<file path="src/rtl/ins_exec_muldiv_if.sv">
// Decode-side request and register-write bundle for the multi-cycle M-extension unit.
// Master drives decode/operands/kill; slave returns busy, done and the register write.
interface ins_exec_muldiv_if #(
  parameter int XLEN = 32
);
  logic            op;
  logic            kill;
  logic [6:0]      ins_dec_op;
  logic [2:0]      ins_dec_funct3;
  logic [6:0]      ins_dec_funct7;
  logic [XLEN-1:0] reg_rs1_val;
  logic [XLEN-1:0] reg_rs2_val;
  logic [4:0]      reg_rd;
  logic            busy;
  logic            done;
  logic            reg_w_op;
  logic [4:0]      reg_w_reg_idx;
  logic [XLEN-1:0] reg_w_reg_val;

  modport master (
    output op, kill, ins_dec_op, ins_dec_funct3, ins_dec_funct7,
           reg_rs1_val, reg_rs2_val, reg_rd,
    input  busy, done, reg_w_op, reg_w_reg_idx, reg_w_reg_val
  );

  modport slave (
    input  op, kill, ins_dec_op, ins_dec_funct3, ins_dec_funct7,
           reg_rs1_val, reg_rs2_val, reg_rd,
    output busy, done, reg_w_op, reg_w_reg_idx, reg_w_reg_val
  );
endinterface

</file>
<file path="src/rtl/ins_exec_muldiv.sv">
// Iterative RV32M/RV64M multiply / restoring divide, STEP_BITS bits per cycle on negedge sys_clk.
// Latency XLEN/STEP_BITS+2 edges (1 for div-by-zero/overflow); busy stalls issue, no input queueing.
module ins_exec_muldiv #(
  parameter int XLEN      = 32,
  parameter int STEP_BITS = 1
) (
  input  logic             sys_clk,
  input  logic             sys_rst_n,
  ins_exec_muldiv_if.slave bus
);
  localparam int ITER = XLEN / STEP_BITS;
  localparam int CW   = $clog2(ITER + 1);

  typedef enum logic [2:0] {S_IDLE, S_MUL, S_DIV, S_FIX, S_DONE} state_t;

  state_t            r_state;
  logic              r_busy;
  logic              r_done;
  logic              r_w_op;
  logic [4:0]        r_w_idx;
  logic [XLEN-1:0]   r_w_val;
  logic [CW-1:0]     r_cnt;
  logic [2*XLEN-1:0] r_prod;
  logic [XLEN-1:0]   r_a;
  logic [2:0]        r_f3;
  logic [4:0]        r_rd;
  logic              r_neg;

  logic              w_acc;
  logic              w_sa;
  logic              w_sb;
  logic              w_neg;
  logic [XLEN-1:0]   w_m1;
  logic [XLEN-1:0]   w_m2;
  logic              w_dz;
  logic              w_ovf;
  logic [XLEN-1:0]   w_sval;
  logic [2*XLEN:0]   w_mp;
  logic [XLEN:0]     w_rem;
  logic [XLEN-1:0]   w_quo;
  logic [2*XLEN-1:0] w_pfix;
  logic [XLEN-1:0]   w_dsel;
  logic [XLEN-1:0]   w_res;

  // DONE counts as free so a held op issues on the DONE -> IDLE edge.
  assign w_acc = bus.op && (bus.ins_dec_op == 7'b0110011) && (bus.ins_dec_funct7 == 7'b0000001)
              && ((r_state == S_IDLE) || (r_state == S_DONE)) && !bus.kill;

  // rs1 is signed for MULH, MULHSU, DIV, REM; rs2 for MULH, DIV, REM.
  assign w_sa  = bus.reg_rs1_val[XLEN-1] &&
                 ((bus.ins_dec_funct3 == 3'b001) || (bus.ins_dec_funct3 == 3'b010) ||
                  (bus.ins_dec_funct3 == 3'b100) || (bus.ins_dec_funct3 == 3'b110));
  assign w_sb  = bus.reg_rs2_val[XLEN-1] &&
                 ((bus.ins_dec_funct3 == 3'b001) || (bus.ins_dec_funct3 == 3'b100) ||
                  (bus.ins_dec_funct3 == 3'b110));
  assign w_neg = (bus.ins_dec_funct3 == 3'b110) ? w_sa : (w_sa ^ w_sb);
  assign w_m1  = w_sa ? -bus.reg_rs1_val : bus.reg_rs1_val;
  assign w_m2  = w_sb ? -bus.reg_rs2_val : bus.reg_rs2_val;

  assign w_dz   = bus.ins_dec_funct3[2] && (bus.reg_rs2_val == '0);
  assign w_ovf  = bus.ins_dec_funct3[2] && !bus.ins_dec_funct3[0]
               && (bus.reg_rs1_val == {1'b1, {(XLEN-1){1'b0}}}) && (bus.reg_rs2_val == '1);
  assign w_sval = w_dz ? (bus.ins_dec_funct3[1] ? bus.reg_rs1_val : '1)
                       : (bus.ins_dec_funct3[1] ? '0 : bus.reg_rs1_val);

  // One cycle of shift-add and restoring-divide steps; multiplier/dividend live in r_prod low half.
  always_comb begin
    w_mp = {1'b0, r_prod};
    for (int k = 0; k < STEP_BITS; k++) begin
      if (w_mp[0]) w_mp[2*XLEN:XLEN] = w_mp[2*XLEN:XLEN] + {1'b0, r_a};
      w_mp = w_mp >> 1;
    end
    w_rem = {1'b0, r_prod[2*XLEN-1:XLEN]};
    w_quo = r_prod[XLEN-1:0];
    for (int k = 0; k < STEP_BITS; k++) begin
      w_rem = {w_rem[XLEN-1:0], w_quo[XLEN-1]};
      w_quo = {w_quo[XLEN-2:0], 1'b0};
      if (w_rem >= {1'b0, r_a}) begin
        w_rem    = w_rem - {1'b0, r_a};
        w_quo[0] = 1'b1;
      end
    end
  end

  always_comb begin
    w_pfix = r_neg ? -r_prod : r_prod;
    w_dsel = r_f3[1] ? r_prod[2*XLEN-1:XLEN] : r_prod[XLEN-1:0];
    if (!r_f3[2]) w_res = (r_f3[1:0] == 2'b00) ? w_pfix[XLEN-1:0] : w_pfix[2*XLEN-1:XLEN];
    else          w_res = r_neg ? -w_dsel : w_dsel;
  end

  always_ff @(negedge sys_clk or negedge sys_rst_n) begin
    if (!sys_rst_n) begin
      r_state <= S_IDLE;
      r_busy  <= 1'b0;
      r_done  <= 1'b0;
      r_w_op  <= 1'b0;
      r_w_idx <= '0;
      r_w_val <= '0;
      r_cnt   <= '0;
      r_prod  <= '0;
      r_a     <= '0;
      r_f3    <= '0;
      r_rd    <= '0;
      r_neg   <= 1'b0;
    end else begin
      r_done  <= 1'b0;
      r_w_op  <= 1'b0;
      r_w_idx <= '0;
      r_w_val <= '0;
      if (bus.kill) begin
        r_state <= S_IDLE;
        r_busy  <= 1'b0;
      end else begin
        case (r_state)
          S_IDLE, S_DONE: begin
            if (w_acc) begin
              r_f3   <= bus.ins_dec_funct3;
              r_rd   <= bus.reg_rd;
              r_neg  <= w_neg;
              r_busy <= 1'b1;
              r_cnt  <= CW'(ITER);
              if (bus.ins_dec_funct3[2]) begin
                r_prod <= {{XLEN{1'b0}}, w_m1};
                r_a    <= w_m2;
              end else begin
                r_prod <= {{XLEN{1'b0}}, w_m2};
                r_a    <= w_m1;
              end
              if (w_dz || w_ovf) begin
                r_state <= S_DONE;
                r_done  <= 1'b1;
                r_w_op  <= |bus.reg_rd;
                r_w_idx <= bus.reg_rd;
                r_w_val <= w_sval;
              end else begin
                r_state <= bus.ins_dec_funct3[2] ? S_DIV : S_MUL;
              end
            end else begin
              r_state <= S_IDLE;
              r_busy  <= 1'b0;
            end
          end
          S_MUL: begin
            r_prod <= w_mp[2*XLEN-1:0];
            r_cnt  <= r_cnt - CW'(1);
            if (r_cnt == CW'(1)) r_state <= S_FIX;
          end
          S_DIV: begin
            r_prod <= {w_rem[XLEN-1:0], w_quo};
            r_cnt  <= r_cnt - CW'(1);
            if (r_cnt == CW'(1)) r_state <= S_FIX;
          end
          S_FIX: begin
            r_state <= S_DONE;
            r_done  <= 1'b1;
            r_w_op  <= |r_rd;
            r_w_idx <= r_rd;
            r_w_val <= w_res;
          end
          default: begin
            r_state <= S_IDLE;
            r_busy  <= 1'b0;
          end
        endcase
      end
    end
  end

  assign bus.busy          = r_busy;
  assign bus.done          = r_done;
  assign bus.reg_w_op      = r_w_op;
  assign bus.reg_w_reg_idx = r_w_idx;
  assign bus.reg_w_reg_val = r_w_val;
endmodule
</file>
<file path="src/flat_wrapper.sv">
// flat-port wrapper written by rule: the top's interface ports become plain ports
module ins_exec_muldiv_flat 
#(
  parameter int XLEN      = 32,
  parameter int STEP_BITS = 1
)
  (sys_clk, sys_rst_n, bus_op, bus_kill, bus_ins_dec_op, bus_ins_dec_funct3, bus_ins_dec_funct7, bus_reg_rs1_val, bus_reg_rs2_val, bus_reg_rd, bus_busy, bus_done, bus_reg_w_op, bus_reg_w_reg_idx, bus_reg_w_reg_val);
  ins_exec_muldiv_if #(.XLEN(XLEN)) bus_i ();
  input  logic sys_clk;
  input  logic sys_rst_n;
  input wire logic [$bits(bus_i.op)-1:0] bus_op;
  input wire logic [$bits(bus_i.kill)-1:0] bus_kill;
  input wire logic [$bits(bus_i.ins_dec_op)-1:0] bus_ins_dec_op;
  input wire logic [$bits(bus_i.ins_dec_funct3)-1:0] bus_ins_dec_funct3;
  input wire logic [$bits(bus_i.ins_dec_funct7)-1:0] bus_ins_dec_funct7;
  input wire logic [$bits(bus_i.reg_rs1_val)-1:0] bus_reg_rs1_val;
  input wire logic [$bits(bus_i.reg_rs2_val)-1:0] bus_reg_rs2_val;
  input wire logic [$bits(bus_i.reg_rd)-1:0] bus_reg_rd;
  output wire logic [$bits(bus_i.busy)-1:0] bus_busy;
  output wire logic [$bits(bus_i.done)-1:0] bus_done;
  output wire logic [$bits(bus_i.reg_w_op)-1:0] bus_reg_w_op;
  output wire logic [$bits(bus_i.reg_w_reg_idx)-1:0] bus_reg_w_reg_idx;
  output wire logic [$bits(bus_i.reg_w_reg_val)-1:0] bus_reg_w_reg_val;
  assign bus_i.op = bus_op;
  assign bus_i.kill = bus_kill;
  assign bus_i.ins_dec_op = bus_ins_dec_op;
  assign bus_i.ins_dec_funct3 = bus_ins_dec_funct3;
  assign bus_i.ins_dec_funct7 = bus_ins_dec_funct7;
  assign bus_i.reg_rs1_val = bus_reg_rs1_val;
  assign bus_i.reg_rs2_val = bus_reg_rs2_val;
  assign bus_i.reg_rd = bus_reg_rd;
  assign bus_busy = bus_i.busy;
  assign bus_done = bus_i.done;
  assign bus_reg_w_op = bus_i.reg_w_op;
  assign bus_reg_w_reg_idx = bus_i.reg_w_reg_idx;
  assign bus_reg_w_reg_val = bus_i.reg_w_reg_val;
  ins_exec_muldiv #(.XLEN(XLEN), .STEP_BITS(STEP_BITS)) u_core (.sys_clk(sys_clk), .sys_rst_n(sys_rst_n), .bus(bus_i));
endmodule
</file>
<file path="config.mk">
export PLATFORM = sky130hd
export DESIGN_NAME = ins_exec_muldiv_flat
export DESIGN_NICKNAME = d
export VERILOG_FILES = /design/src/rtl/ins_exec_muldiv_if.sv /design/src/rtl/ins_exec_muldiv.sv /design/src/flat_wrapper.sv
export SDC_FILE = /design/constraint.sdc
export NUM_CORES = 1
export LEC_CHECK = 0
export BUFFER_PORTS_ARGS = -buffer_cell sky130_fd_sc_hd__buf_2
export CORE_UTILIZATION = 36
export DETAILED_ROUTE_END_ITERATION = 7
export GPL_TIMING_DRIVEN = 1
export MAX_ROUTING_LAYER = met4
export SLEW_MARGIN = 20
export SYNTH_ARGS = -nofsm -noshare
export SYNTH_HDL_FRONTEND = slang
export SYNTH_SLANG_ARGS = --single-unit
export TNS_END_PERCENT = 20
</file>
<file path="constraint.sdc">
create_clock -name sys_clk -period 5.65 [get_ports sys_clk]
set_input_delay 0.565 -clock sys_clk [delete_from_list [all_inputs] [get_ports sys_clk]]
set_output_delay 0.565 -clock sys_clk [all_outputs]
set_load 0.05 [all_outputs]
</file>
==> flow_summary_export.csv, run 1 <==
group,metric,value,unit
logic_synthesis,synth_fa_ha_area_frac,0.0553,
worst_setup_path,crit_required,3.24,ns
finish,regArea,3850,µm²
placement,hpwl,60100,µm
grt,grt_pass1_wl,113000,µm
logic_synthesis,synth_top_family_by_area,"compound AO/OA/AOI/OAI gates",
sta,worst_pin_slew,0.992,ns
die,fp-row-count,78,
logic_synthesis,synth_area,16800,µm²
job,drv_cap,0,
logic_synthesis,ys_top_cells_by_count,"nand2_1, nor2_1, a21oi_1, o21ai_0, clkbuf_1",
placement,portBuffers,129,
hold_path,hp-class,"register to register",
sta,setup_viol,0,
grt,use_met3,0.0543,
logic_synthesis,synth.largest_area_cell,"dfrtn_1",
finish,final_net_count,2638,
worst_setup_path,path_cells,"buf_2 -> or4_4 -> or3_4 -> nor4_2 -> nand2_1 -> nor3_2 -> buf_4 -> nor2_1 -> nor2_4 -> buf_12 -> clkbuf_16 -> a21oi_1 -> o31ai_1",
logic_synthesis,synthFlopType,"dfrtn_1",
logic_synthesis,synthMuxAreaShare,0.0377,
grt,gr-total-overflow,0,
routing,vias,19203,
routing,via_per_inst,6.22,
logic_synthesis,synth-xor-area-share,0.104,
sta,maxSlewHeadroom,0.336,
cts,cts_tree,"done",
grt,antenna_found_initial,0,
logic_synthesis,synth.distinct_cells,82,
finish,final_util,0.429,
worst_setup_path,crit_family,"simple AND/OR/NAND/NOR gates",
power_and_ir_drop,power_density,164,nW/µm²
die,core,45700,µm²
grt,grt_max_degree,95,
status,status,"finished clean",
power_and_ir_drop,total_power,3.21,mW
routing,drtPass1Iterations,5,
logic_synthesis,syn_nets,2505,
routing,avgRoutedWirePerCell,24.7,µm
worst_setup_path,cpMaxStageDelayCell,"or4_4",
grt,grtUsageMet1,0.436,
worst_setup_path,path_buf_inv,4,
logic_synthesis,synthArstFlopShare,1.00,
cts,holdBufCountCts,0,
logic_synthesis,yosysMostFrequentCell,"nand2_1",
sta,skew,0.0122,ns
sta,hold_slack,0.451,ns
worst_setup_path,start_kind,"input pin",
logic_synthesis,yosysWarnings,0,
worst_setup_path,slowest_delay,0.54,ns
sta,hold_violations,0,
routing,drt_wl_total,76300,µm
finish,syn2layout_area_growth,16.6,%
cts,clkTransAtPathRegs,0.05,ns
logic_synthesis,syn_inst,2342,
grt,grtUsageMet2,0.499,
sta,rsz0062_at_grt,"no",
logic_synthesis,synth_top_area_frac,0.229,
cts,clkSinkCount,154,
finish,fin_area,19600,µm²
logic_synthesis,yosys-top-cells-area,"dfrtn_1, a21oi_1, nand2_1, o21ai_0, xnor2_1",
cts,clk_path_buf_depth,2,
cts,clk_latency,0.43,ns
finish,drive_gt1_frac,0.157,
finish,diodes,0,
grt,grt_usage,0.327,
die,die_h,218,µm
routing,drtIter0Drc,2023,
logic_synthesis,ys_seq_area_frac,0.229,
die,die_area,47500,µm²
die,io_pins,130,
worst_setup_path,path_class,"input pin to register",
routing,drc,0,
finish,multi_input_area,12000,µm²
cts,root_buffer,"clkbuf_16",
grt,grt.busiest_layer,"met2",
routing,ant_nets,0,
power_and_ir_drop,p_leak,8.32,nW
logic_synthesis,synth_edf_count,0,
sta,drv_slew,0,
die,start_util,0.368,
worst_setup_path,worst_setup_path_end_kind,"register",
logic_synthesis,synth_compound_area_frac,0.288,
logic_synthesis,synth-simple-area-share,0.226,
worst_setup_path,path_max_fanout,15,
sta,setup_tns,0,ns
power_and_ir_drop,ir_drop,0.192,mV
worst_setup_path,arrival,3.11,ns
cts,cts_max_level,4,
placement,place_congestion,1.03,
grt,grt_pass1_vias,17783,
logic_synthesis,synth-seq-cells,154,
placement,place_area,18900,µm²
finish,fillers,4713,
die,dieWidth,218,µm
cts,cts_buffers,17,
logic_synthesis,synth_area_per_cell,7.17,µm²
-- worst min-delay path: stages, from the launching register on --
cell,delay (ns)
dfrtn_1,0.42
nand2_1,0.06
nand2_1,0.06
-- sequential cells by signal (all words and copies together), names as in the netlist --
register and cells:
u_core.r_state 3, u_core.r_prod 64, u_core.bus.busy 1, u_core.r_cnt 6
u_core.bus.done 1, u_core.r_neg 1, u_core.bus.reg_w_op 1, u_core.r_rd 5
u_core.bus.reg_w_reg_idx 5, u_core.r_a 32, u_core.r_f3 3, u_core.bus.reg_w_reg_val 32
-- what timing repair did --
action,4_1_cts,5_1_grt
setup endpoints to repair,0,25
gates resized for setup,0,9
buffers inserted,0,1
-- placed cells by master, fill, tap and decap left out, types with 8 or more instances in the layout --
cell,n
and3_1,15
mux2_2,10
a22oi_1,32
nand2_1,279
o21ai_0,207
or2_2,13
xor2_1,81
buf_2,128
mux2i_1,52
o21bai_1,9
xnor2_1,117
dfrtn_1,154
or4_1,16
nor3_1,70
ha_1,71
o211ai_1,36
o41ai_1,10
nor4_1,19
a211oi_1,30
nand2b_1,11
nor2b_1,10
nand4_1,22
a21o_1,29
a31oi_1,18
nor3b_1,8
nand3_1,59
inv_1,66
or3_1,23
o22ai_1,10
o31ai_1,30
nor2_1,237
a221oi_1,37
o22a_1,11
a21oi_1,233
clkbuf_16,18
buf_4,167
-- final timing paths --
path | depth (start not counted) | end | slack, ns | startpoint
max | 13 | u_core.bus.reg_w_reg_val[20] | 0.13 | bus_reg_rs2_val[8]
max reg2reg | 10 | u_core.r_prod[40] | 1.40 | u_core.r_prod[40]
min | 2 | u_core.r_rd[2] | 0.45 | u_core.r_rd[2]
max in group asynchronous | 2 | u_core.r_prod[41] | 2.21 | sys_rst_n
min reg2reg | 2 | u_core.r_rd[2] | 0.45 | u_core.r_rd[2]
min in group asynchronous | 2 | u_core.bus.reg_w_reg_val[27] | 2.81 | sys_rst_n
-- kinds of logic (layout without fill, tap and decap cells) --
group	count (synthesis)	count (layout)
mux	62	62
buf+inv	261	406
simple gates	822	822
compound gates	771	771
xor+xnor	199	199
flops	154	154
fa+ha+maj	73	73
-- cell type report --
type / count / share of cell area
multi-input cells: 1927 / 0.615
flip-flops and latches: 154 / 0.197
repair buffers: 304 / 0.106
well taps: 600 / 0.0383
clock buffers: 20 / 0.0228
inverters: 71 / 0.0136
clock inverters: 11 / 0.00818
-- metal layers --
layer | vias up | wire, µm
met3 | 151 | 6340
met5 | - | 0
met4 | 0 | 2750
li1 | 8722 | -
met2 | 964 | 34300
met1 | 9366 | 32900
-- report_power, final --
part	internal, mW	switching (mW)
logic	0.296	0.459
registers	1.13	0.0652
clock network	0.714	0.552
-- metrics by stage --
stage	setup WS, ns	instances
finish	0.129	3087
global route	0.0105	3087
CTS	0.0156	3085
detailed placement	-0.428	3054
global placement	-0.369	3054
floorplan	-0.0501	2342
No activity file was read; power rests on OpenSTA's default activity.
==> inputs of run 2 (changes only) <==
Clock period 5.65 ns to 4.65 ns, I/O delays scaled along.
==> run 2 against run 1 <==
The flow now finishes with violations (negative setup slack). Cell area grew 5.9%. First-iteration DRC count up 16%. Non-clock buffer count grew 97. Critical path depth decreased by 2. Global-route usage rose by 0.58 points. Power rose by 23%. Critical path type unchanged. Largest cell class unchanged.
==> flow_summary_export.csv, run 2 (synthesized netlist as in run 1, its figures left out) <==
group,metric,value,unit
worst_setup_path,path_buf_inv,4,
die,die_area,47500,µm²
power_and_ir_drop,power.share.combinational,0.262,
cts,cts_buffers,17,
placement,hpwl,61400,µm
placement,portBuffers,129,
cts,clkSinkCount,154,
routing,drt_wl_total,78000,µm
worst_setup_path,worst_setup_path_end_kind,"register",
die,core,45700,µm²
finish,final_net_count,2735,
routing,avgRoutedWirePerCell,24.5,µm
routing,ant_nets,0,
grt,grt_pass1_wl,115000,µm
cts,cts_tree,"done",
worst_setup_path,arrival,2.77,ns
worst_setup_path,rr_worst_depth,10,
routing,via_per_inst,6.15,
sta,fin_ws,-0.175,ns
sta,worst_pin_slew,1.09,ns
sta,hold_slack,0.457,ns
worst_setup_path,cp_common_cell,"buf_6",
finish,syn2layout_area_growth,23.5,%
worst_setup_path,path_max_fanout,3,
grt,grt_pass1_vias,18315,
die,start_util,0.368,
worst_setup_path,setup.worst_path.start,"bus_reg_rs1_val[7]",
worst_setup_path,r2r_slack,0.50,ns
sta,setup_viol,59,
cts,clk_latency,0.43,ns
sta,skew,0.0113,ns
hold_path,min_from,"u_core.r_rd[2]",
finish,drive_gt1_frac,0.211,
worst_setup_path,path_cells,"buf_6 -> or4_4 -> nor4_4 -> nand3_2 -> buf_6 -> buf_6 -> o31a_1 -> xnor2_1 -> buf_4 -> o21ai_2 -> mux2_4",
worst_setup_path,start_kind,"input pin",
cts,holdBufCountCts,0,
grt,grt_max_degree,72,
die,dieWidth,218,µm
sta,maxSlewHeadroom,0.268,
hold_path,hold_path_depth,2,
routing,vias,19594,
sta,drv_slew,0,
cts,root_buffer,"clkbuf_16",
power_and_ir_drop,power_density,190,nW/µm²
cts,clkTransAtPathRegs,0.05,ns
finish,layout_commonest_cell,"nand2_1",
placement,place_congestion,1.04,
sta,hold_violations,0,
finish,layout_common_cells,"nand2_1, buf_4, nor2_1",
placement,placed_cells,3143,
routing,drtPass1Iterations,7,
power_and_ir_drop,ir_drop,0.220,mV
worst_setup_path,crit_required,2.60,ns
power_and_ir_drop,total_power,3.94,mW
finish,largest_register_ffs,64,
worst_setup_path,reg2reg_from,"u_core.r_a[29]",
sta,setup_tns,-3.77,ns
job,drv_cap,0,
power_and_ir_drop,p_seq_frac,0.362,
hold_path,hp-class,"register to register",
die,io_pins,130,
cts,cts_max_level,4,
power_and_ir_drop,power.share.clock,0.376,
die,die_h,218,µm
hold_path,hold_end,"u_core.r_rd[2]",
routing,drtIter0Drc,2345,
sta,rsz0062_at_grt,"yes",
grt,grt_usage,0.333,
worst_setup_path,cpMaxStageDelayCell,"or4_4",
status,violations,"negative setup slack",
power_and_ir_drop,p_int,2.57,mW
finish,final_util,0.454,
worst_setup_path,r2r_end,"u_core.r_prod[40]",
status,status,"finished with violations",
cts,clk_path_buf_depth,2,
finish,fillers,4663,
finish,diodes,0,
power_and_ir_drop,p_sw_frac,0.347,
finish,top_register,"u_core.r_prod",
power_and_ir_drop,switchingPower,1.36,mW
worst_setup_path,slowest_delay,0.55,ns
worst_setup_path,path_class,"input pin to register",
grt,gr-total-overflow,0,
finish,instances_no_fill,3185,
routing,drc,0,
power_and_ir_drop,p_leak,8.91,nW
grt,antenna_found_initial,0,
die,fp-row-count,78,
worst_setup_path,crit_family,"simple AND/OR/NAND/NOR gates",
## run 2: cell types whose count changed in the layout (fill, tap and decap cells not counted), sizes merged
cell,delta
clkinv,+1
bufinv,-2
inv,+3
buf,+96
## run 2: repair_timing
action | CTS | global route
pin swaps | 19 | 18
setup buffers | 2 | 5
gates resized for setup | 57 | 48
setup endpoints to repair | 73 | 85
gates cloned | 1 | 2
## run 2: worst max path at each step
| stage | to | slack (ns) | cells past startpoint |
|---|---|---|---|
| after floorplan | u_core.r_prod[29] | -0.37 | 9 |
| after global placement | u_core.r_a[18] | -0.69 | 9 |
| after detailed placement | u_core.bus.reg_w_reg_idx[0] | -0.70 | 13 |
| after CTS | u_core.r_a[28] | -0.13 | 9 |
| after global routing | u_core.r_a[27] | -0.23 | 11 |
| final | u_core.r_a[27] | -0.18 | 11 |
## run 2: final cells by class
cell class                 count  area, µm²  share of cell area
clock buffer                  19        453              0.0218
inverter                      71        267              0.0128
sequential                   154       3850               0.186
tap                          600        751              0.0362
multi-input combinational   1927      12300               0.595
timing repair buffer         401       2940               0.142
clock inverter                13        145             0.00700
## run 2: power by group through the flow
stage / clock network, mW / registers [mW] / logic (mW)
detailed placement: 0 / 1.45 / 0.974
global placement: 0 / 1.45 / 0.966
CTS: 1.50 / 1.42 / 0.993
global route: 1.55 / 1.43 / 1.10
finish: 1.48 / 1.43 / 1.03
floorplan: 0 / 1.41 / 0.517
## run 2: worst reg2reg max path, stage by stage, from the launching register on
cell and delay, ns:
dfrtn_1 0.51, inv_1 0.19, ha_1 0.44, and4b_1 0.31, nand2_1 0.17, nor4_1 0.44
nand3_1 0.22, and2_1 0.50, nand2_1 0.49, mux2_2 0.39, a221o_1 0.33
## run 2: through the flow
stage	setup slack [ns]	instance area, µm²
floorplan	-0.373	16800
global placement	-0.691	19700
detailed placement	-0.695	19700
CTS	-0.132	20500
global route	-0.234	20700
finish	-0.175	20700
## run 2: routing by layer
layer,GRT usage,routed length [µm]
met1,0.446,33100
met2,0.502,34200
met3,0.0575,7540
met4,0.118,3200
met5,-,0
